--- config.mk ---
export PLATFORM = sky130hd
export DESIGN_NAME = mem_port_arbiter
export DESIGN_NICKNAME = d
export VERILOG_FILES = /design/src/rtl/mem_arb_pkg.sv /design/src/rtl/mem_port_arbiter.sv
export SDC_FILE = /design/constraint.sdc
export NUM_CORES = 1
export LEC_CHECK = 0
export ABC_AREA = 1
export CAP_MARGIN = 0
export CORE_AREA = 2 2 109 111
export CTS_CLUSTER_SIZE = 10
export DETAILED_ROUTE_END_ITERATION = 8
export DIE_AREA = 0 0 111 113
export PLACE_DENSITY = 0.67
export SYNTH_ARGS = -nofsm -noshare
export SYNTH_HDL_FRONTEND = slang
export SYNTH_SLANG_ARGS = --single-unit
--- constraint.sdc ---
create_clock -name clk -period 2.28 [get_ports clk]
set_clock_uncertainty 0.1 [all_clocks]
set_input_delay 0.684 -clock clk [delete_from_list [all_inputs] [get_ports clk]]
set_output_delay 0.684 -clock clk [all_outputs]
set_load 0.1 [all_outputs]
--- src/rtl/mem_arb_pkg.sv ---
// Shared types and default timing for the IF/MEM port arbiter on the unified RAM.
package mem_arb_pkg;
    typedef enum logic [1:0] {IDLE = 2'd0, BUSY_IF = 2'd1, BUSY_MEM = 2'd2} arb_state_t;
    typedef enum logic {OWN_IF = 1'b0, OWN_MEM = 1'b1} arb_owner_t;

    localparam int DEF_MEM_LATENCY  = 2;
    localparam int DEF_MEM_PRIO_MAX = 3;
endpackage

--- src/rtl/mem_port_arbiter.sv ---
// Single-ported RAM arbiter between instruction fetch and load/store: one transaction
// in flight, MEM priority with a starvation guard for IF, combinational grants and stalls.
module mem_port_arbiter
    import mem_arb_pkg::*;
#(
    parameter int ADDR_W       = 32,
    parameter int DATA_W       = 32,
    parameter int MEM_LATENCY  = DEF_MEM_LATENCY,
    parameter int MEM_PRIO_MAX = DEF_MEM_PRIO_MAX
) (
    input  logic                clk,
    input  logic                reset,
    input  logic                if_req,
    input  logic [ADDR_W-1:0]   if_addr,
    output logic                if_gnt,
    output logic                if_done,
    output logic [DATA_W-1:0]   if_rdata,
    output logic                if_stall,
    input  logic                mem_req,
    input  logic                mem_we,
    input  logic [DATA_W/8-1:0] mem_be,
    input  logic [ADDR_W-1:0]   mem_addr,
    input  logic [DATA_W-1:0]   mem_wdata,
    output logic                mem_gnt,
    output logic                mem_done,
    output logic [DATA_W-1:0]   mem_rdata,
    output logic                mem_stall,
    output logic                ram_en,
    output logic                ram_we,
    output logic [DATA_W/8-1:0] ram_be,
    output logic [ADDR_W-1:0]   ram_addr,
    output logic [DATA_W-1:0]   ram_wdata,
    input  logic [DATA_W-1:0]   ram_rdata
);
    arb_state_t  state_q, state_d;
    logic [2:0]  lat_q, lat_d;
    logic [7:0]  starve_q, starve_d;
    logic        rst_q;
    logic        blank, busy, cmpl, window, starved;
    arb_owner_t  win;

    always_comb begin
        // Outputs are forced quiet during reset and the cycle right after it.
        blank   = reset | rst_q;
        busy    = (state_q != IDLE);
        cmpl    = busy && (lat_q == 3'(MEM_LATENCY - 1));
        window  = !blank && (!busy || cmpl);
        starved = (starve_q == 8'(MEM_PRIO_MAX));

        if_gnt  = window && if_req && (!mem_req || starved);
        mem_gnt = window && mem_req && !if_gnt;
        win     = if_gnt ? OWN_IF : OWN_MEM;

        if_done   = !blank && cmpl && (state_q == BUSY_IF);
        mem_done  = !blank && cmpl && (state_q == BUSY_MEM);
        if_rdata  = if_done  ? ram_rdata : '0;
        mem_rdata = mem_done ? ram_rdata : '0;
        if_stall  = !blank && ((if_req && !if_gnt) || (state_q == BUSY_IF && !if_done));
        mem_stall = !blank && ((mem_req && !mem_gnt) || (state_q == BUSY_MEM && !mem_done));

        ram_en    = if_gnt | mem_gnt;
        ram_we    = 1'b0;
        ram_be    = '0;
        ram_addr  = '0;
        ram_wdata = '0;
        if (ram_en) begin
            if (win == OWN_IF) begin
                ram_addr = if_addr;
                ram_be   = '1;
            end else begin
                ram_we    = mem_we;
                ram_be    = mem_be;
                ram_addr  = mem_addr;
                ram_wdata = mem_wdata;
            end
        end

        state_d  = state_q;
        lat_d    = lat_q + 3'd1;
        starve_d = starve_q;
        if (if_gnt) begin
            state_d  = BUSY_IF;
            lat_d    = '0;
            starve_d = '0;
        end else if (mem_gnt) begin
            state_d  = BUSY_MEM;
            lat_d    = '0;
            // Only MEM wins taken while IF is waiting count toward starvation.
            if (!if_req)      starve_d = '0;
            else if (!starved) starve_d = starve_q + 8'd1;
        end else if (!busy || cmpl) begin
            state_d = IDLE;
            lat_d   = '0;
        end
    end

    always_ff @(posedge clk) begin
        rst_q <= reset;
        if (reset) begin
            state_q  <= IDLE;
            lat_q    <= '0;
            starve_q <= '0;
        end else begin
            state_q  <= state_d;
            lat_q    <= lat_d;
            starve_q <= starve_d;
        end
    end
endmodule

==> flow_results.org <==
** Timing
- Setup slack on the critical path of the routed design comes to -545.6 ps.
- Setup violations remaining at the end of the flow were counted as 140.
- Final clock period utilization by the worst path :: 123.9%
- Final hold violation count :: 0
- For the final routed database, the setup TNS stands at -67730 ps.
- At the pin with the least slew margin, the transition time is 314.7 ps.
- The worst path in the final design needs a cycle of 2826 ps, including I/O delays and setup.
- Static timing analysis puts the maximum clock frequency at 353.9 MHz.
- The max-slew violation total from the final report came to 0.
- Relative slew slack :: 78.94%
- Setup repair after global routing could not meet its margin everywhere.

** Place
- The count of buffers added on input and output ports is 276.
- Standard cell area after detailed placement :: 8227 µm²
- Last weighted congestion value of the routability-driven placer :: 0.9158
- Worst Setup Slack post-DPL :: -863.2 ps
- Detailed placement finished with a half-perimeter wire length of 11730 µm.
- After detailed placement, the design holds a cell count of 884.

** Route
- The routed design has 17360 µm of wire.
- Wire length per cell :: 19.07 µm
- Total DRC errors in the routed layout :: 0
- Initial detailed-routing violation count :: 161
- Using the TritonRoute via totals, the vias-per-cell ratio works out to 4.598.
- Antenna violation net count after detailed routing :: 0
- Number of iterations in the first detailed-routing pass :: 4
- Number of vias after detailed routing :: 4184

** Power
- For this design the static power due to leakage is 0.003701 µW.
- Maximum ir drop on the vdd rail :: 0.0002474 V
- Dividing total power by cell area gives a power density of 236.0 nW/µm².

** Worst setup path
- Across all register-to-register paths, the minimum setup slack is 230 ps.
- The worst register-to-register path ends at starve_q[1]$_SDFFE_PP0P_.
- In this run the critical register-to-register path is launched from lat_q[0]$_SDFF_PP0_.
- Of all nets on the critical path, the largest fanout is 3.
- The worst setup path is captured at a primary output.
- In this design, the stage delay of the slowest critical-path cell is 250 ps.
- For the worst setup path, the data arrival time is 2040 ps.
- FF-to-FF path depth :: 12
- Traced cell by cell, the critical path runs through buf_8 > nor2_4 > nand2_4 > o21ai_4 > buf_6 > buf_16 > buf_12 > o21ai_4 > nor2_4 > buf_12.
- Worst path slowest cell :: sky130_fd_sc_hd__o21ai_4
- Beginning of the critical path :: reset
- The critical path ends at ram_addr[22].
- Counting both buffers and inverters, the worst setup path holds a total of 5.
- Worst Setup Path Type :: in2out
- Critical Path Start Type :: input pin
- STA puts the critical path data required time at 1500 ps.
- In this run the number of cells on the critical path is 10.
- Among cell families on the critical path, the largest total delay comes from buffers and inverters.

** Synth
- Library cell with the highest instance count after synthesis :: sky130_fd_sc_hd__nor2_1
- For this run, the leading register cell type out of synthesis is sky130_fd_sc_hd__dfxtp_1.
- Syn avg cell area :: 4.930 µm²
- Yosys synthesis warning count :: 0
- Post-Synthesis Net Count :: 558
- Mapped Cells :: 418
- Synthesized flop and latch total :: 14
- Yosys mapped a number of flops with a built-in enable equal to 0.
- Summed over all instances, the cell type with the most area after synthesis is sky130_fd_sc_hd__nor2_1.
- Seq/Total Area, Yosys :: 13.60%
- Share of the synthesized area in the top cell type :: 30.24%
- Synth top cells by count :: sky130_fd_sc_hd__nor2_1 (166), sky130_fd_sc_hd__inv_1 (82), sky130_fd_sc_hd__nand2_1 (50)
- Async set or reset register ratio after synthesis :: 0%
- The synthesized netlist occupies a cell area of 2061 µm².
- Yosys cell types :: 27
- Biggest area contributors in the synthesized netlist :: sky130_fd_sc_hd__nor2_1 (30%), sky130_fd_sc_hd__inv_1 (15%), sky130_fd_sc_hd__dfxtp_1 (14%)

** Clocking
- In this run the deepest clock path goes through 2 buffers.
- Clock root cell :: sky130_fd_sc_hd__clkbuf_16
- TritonCTS built the clock tree.
- CTS sink count :: 14
- The number of hold buffers added after CTS was 0.
- Clock transition time at the flip-flop clock pins of the worst setup and hold paths :: 50 ps
- Clock latency of the later-clocked register in the worst-skew pair :: 250 ps
- Buffers inserted during clock tree synthesis total 3.
- H-tree depth :: 1

** Floorplanning
- Floorplan row count :: 39
- The die is 111 µm wide.
- Area of the core :: 11270 µm²
- Once the floorplan was initialized, standard cells occupied 18.28% of the core.
- The die covers 12540 µm².
- Total I/O pin count :: 277
- The die is 113 µm tall.

** Global route
- Entering global routing, the biggest net connects 16 pins.
- The via count of the first global-routing pass was 4673.
- Global route total overflow :: 0
- Global routing consumed, over all layers together, 26.22% of the routing resources.
- The first global-routing pass estimated 25950 µm of wire.
- Initial antenna violation count :: 0

** Final layout
- Layout-stage area growth over the synthesis result :: 350.4%
- Ant diodes :: 0
- Net count, final :: 908
- Final std cells w/o fill :: 910
- Area of all placed cells without fillers :: 9281 µm²
- Share of layout cells above drive strength 1 :: 59.32%
- Share of the core filled with cells :: 82.34%

** Job
- The tool flagged a number of max-cap violations equal to 0.

** Status
- The final reports fail on negative setup slack.
- The flow ran to the end, but the final reports show violations.

** Min path
- Hold Path Class :: reg2reg
==> what timing repair did <==
item / 4_1_cts / 5_1_grt
resized for setup: 121 / 24
gates cloned: 10 / 4
endpoints found under the setup margin: 140 / 140
pin swaps: 34 / 19
setup buffers: 24 / 4
==> routing by layer <==
metal / vias up / global-route usage (%) / routed length, µm
li1: 1931 / - / -
met1: 1963 / 25.56 / 5501
met2: 227 / 52.19 / 9808
met3: 63 / 5.945 / 1134
met4: 0 / 12.08 / 912
met5: - / 0 / 0
==> logic make-up after synthesis <==
logic type	count (synthesis)	share of synthesized area, %
AOI/OAI and AO/OA	41	10.69
xor gates and xnor gates	2	0.8502
adders and majority gates	3	1.822
buffers and inverters	107	23.01
DFF	14	13.60
and+or+nand+nor	251	50.03
==> through the flow <==
stage	total power [µW]	hold WS [ps]
after floorplan	1002	321.5
after global placement	1605	399.7
after detailed placement	1629	426.0
after CTS	2160	463.1
after global routing	2260	489.3
final	2190	464.4
==> worst min path at each step <==
stage	start	end	slack, ps	cells past startpoint
after floorplan	lat_q[0]$_SDFF_PP0_	lat_q[0]$_SDFF_PP0_	320	1
after global placement	lat_q[0]$_SDFF_PP0_	lat_q[0]$_SDFF_PP0_	400	2
after detailed placement	lat_q[0]$_SDFF_PP0_	lat_q[0]$_SDFF_PP0_	430	2
after CTS	lat_q[1]$_SDFF_PP0_	lat_q[1]$_SDFF_PP0_	460	3
after global routing	lat_q[1]$_SDFF_PP0_	lat_q[1]$_SDFF_PP0_	490	3
final	lat_q[1]$_SDFF_PP0_	lat_q[1]$_SDFF_PP0_	460	3
==> cell type report <==
type	count	area [µm²]
repair buffers	366	5444
flip-flops and latches	14	281.5
inverters	86	347.8
multi-input cells	297	2940
fillers	624	1991
well taps	143	178.9
clock buffers	4	88.84
==> registers in the layout (all words and copies together), names as in the netlist <==
register and flops:
starve_q 8, lat_q 3, state_q 2, rst_q 1
==> worst min-delay path: stages, from the launching register on <==
cell and delay [ps]:
sky130_fd_sc_hd__dfxtp_2 320, sky130_fd_sc_hd__inv_2 60, sky130_fd_sc_hd__ha_4 110, sky130_fd_sc_hd__nor2_1 30
==> where the power goes <==
part | internal (µW) | switching (µW) | leakage (µW)
registers | 250 | 3.09 | 0.000114
logic | 691 | 879 | 0.00354
clock network | 266 | 102 | 0.0000442
total | 1210 | 984 | 0.00370
==> cells in the final DEF, fill, tap and decap left out, drive strengths merged <==
| cell type | count |
|---|---|
| o21a | 2 |
| bufbuf | 3 |
| inv | 84 |
| nand3 | 22 |
| buf | 224 |
| nand3b | 1 |
| clkbuf | 8 |
| clkinvlp | 2 |
| nand2 | 57 |
| clkdlybuf4s15 | 2 |
| a21oi | 11 |
| xor2 | 1 |
| nor2 | 168 |
| nand4 | 1 |
| o21bai | 1 |
| nor3 | 2 |
| xnor2 | 1 |
| dfxtp | 14 |
| ha | 3 |
| o21ai | 27 |
| clkdlybuf4s50 | 133 |
(Power assumes the default switching activity.)
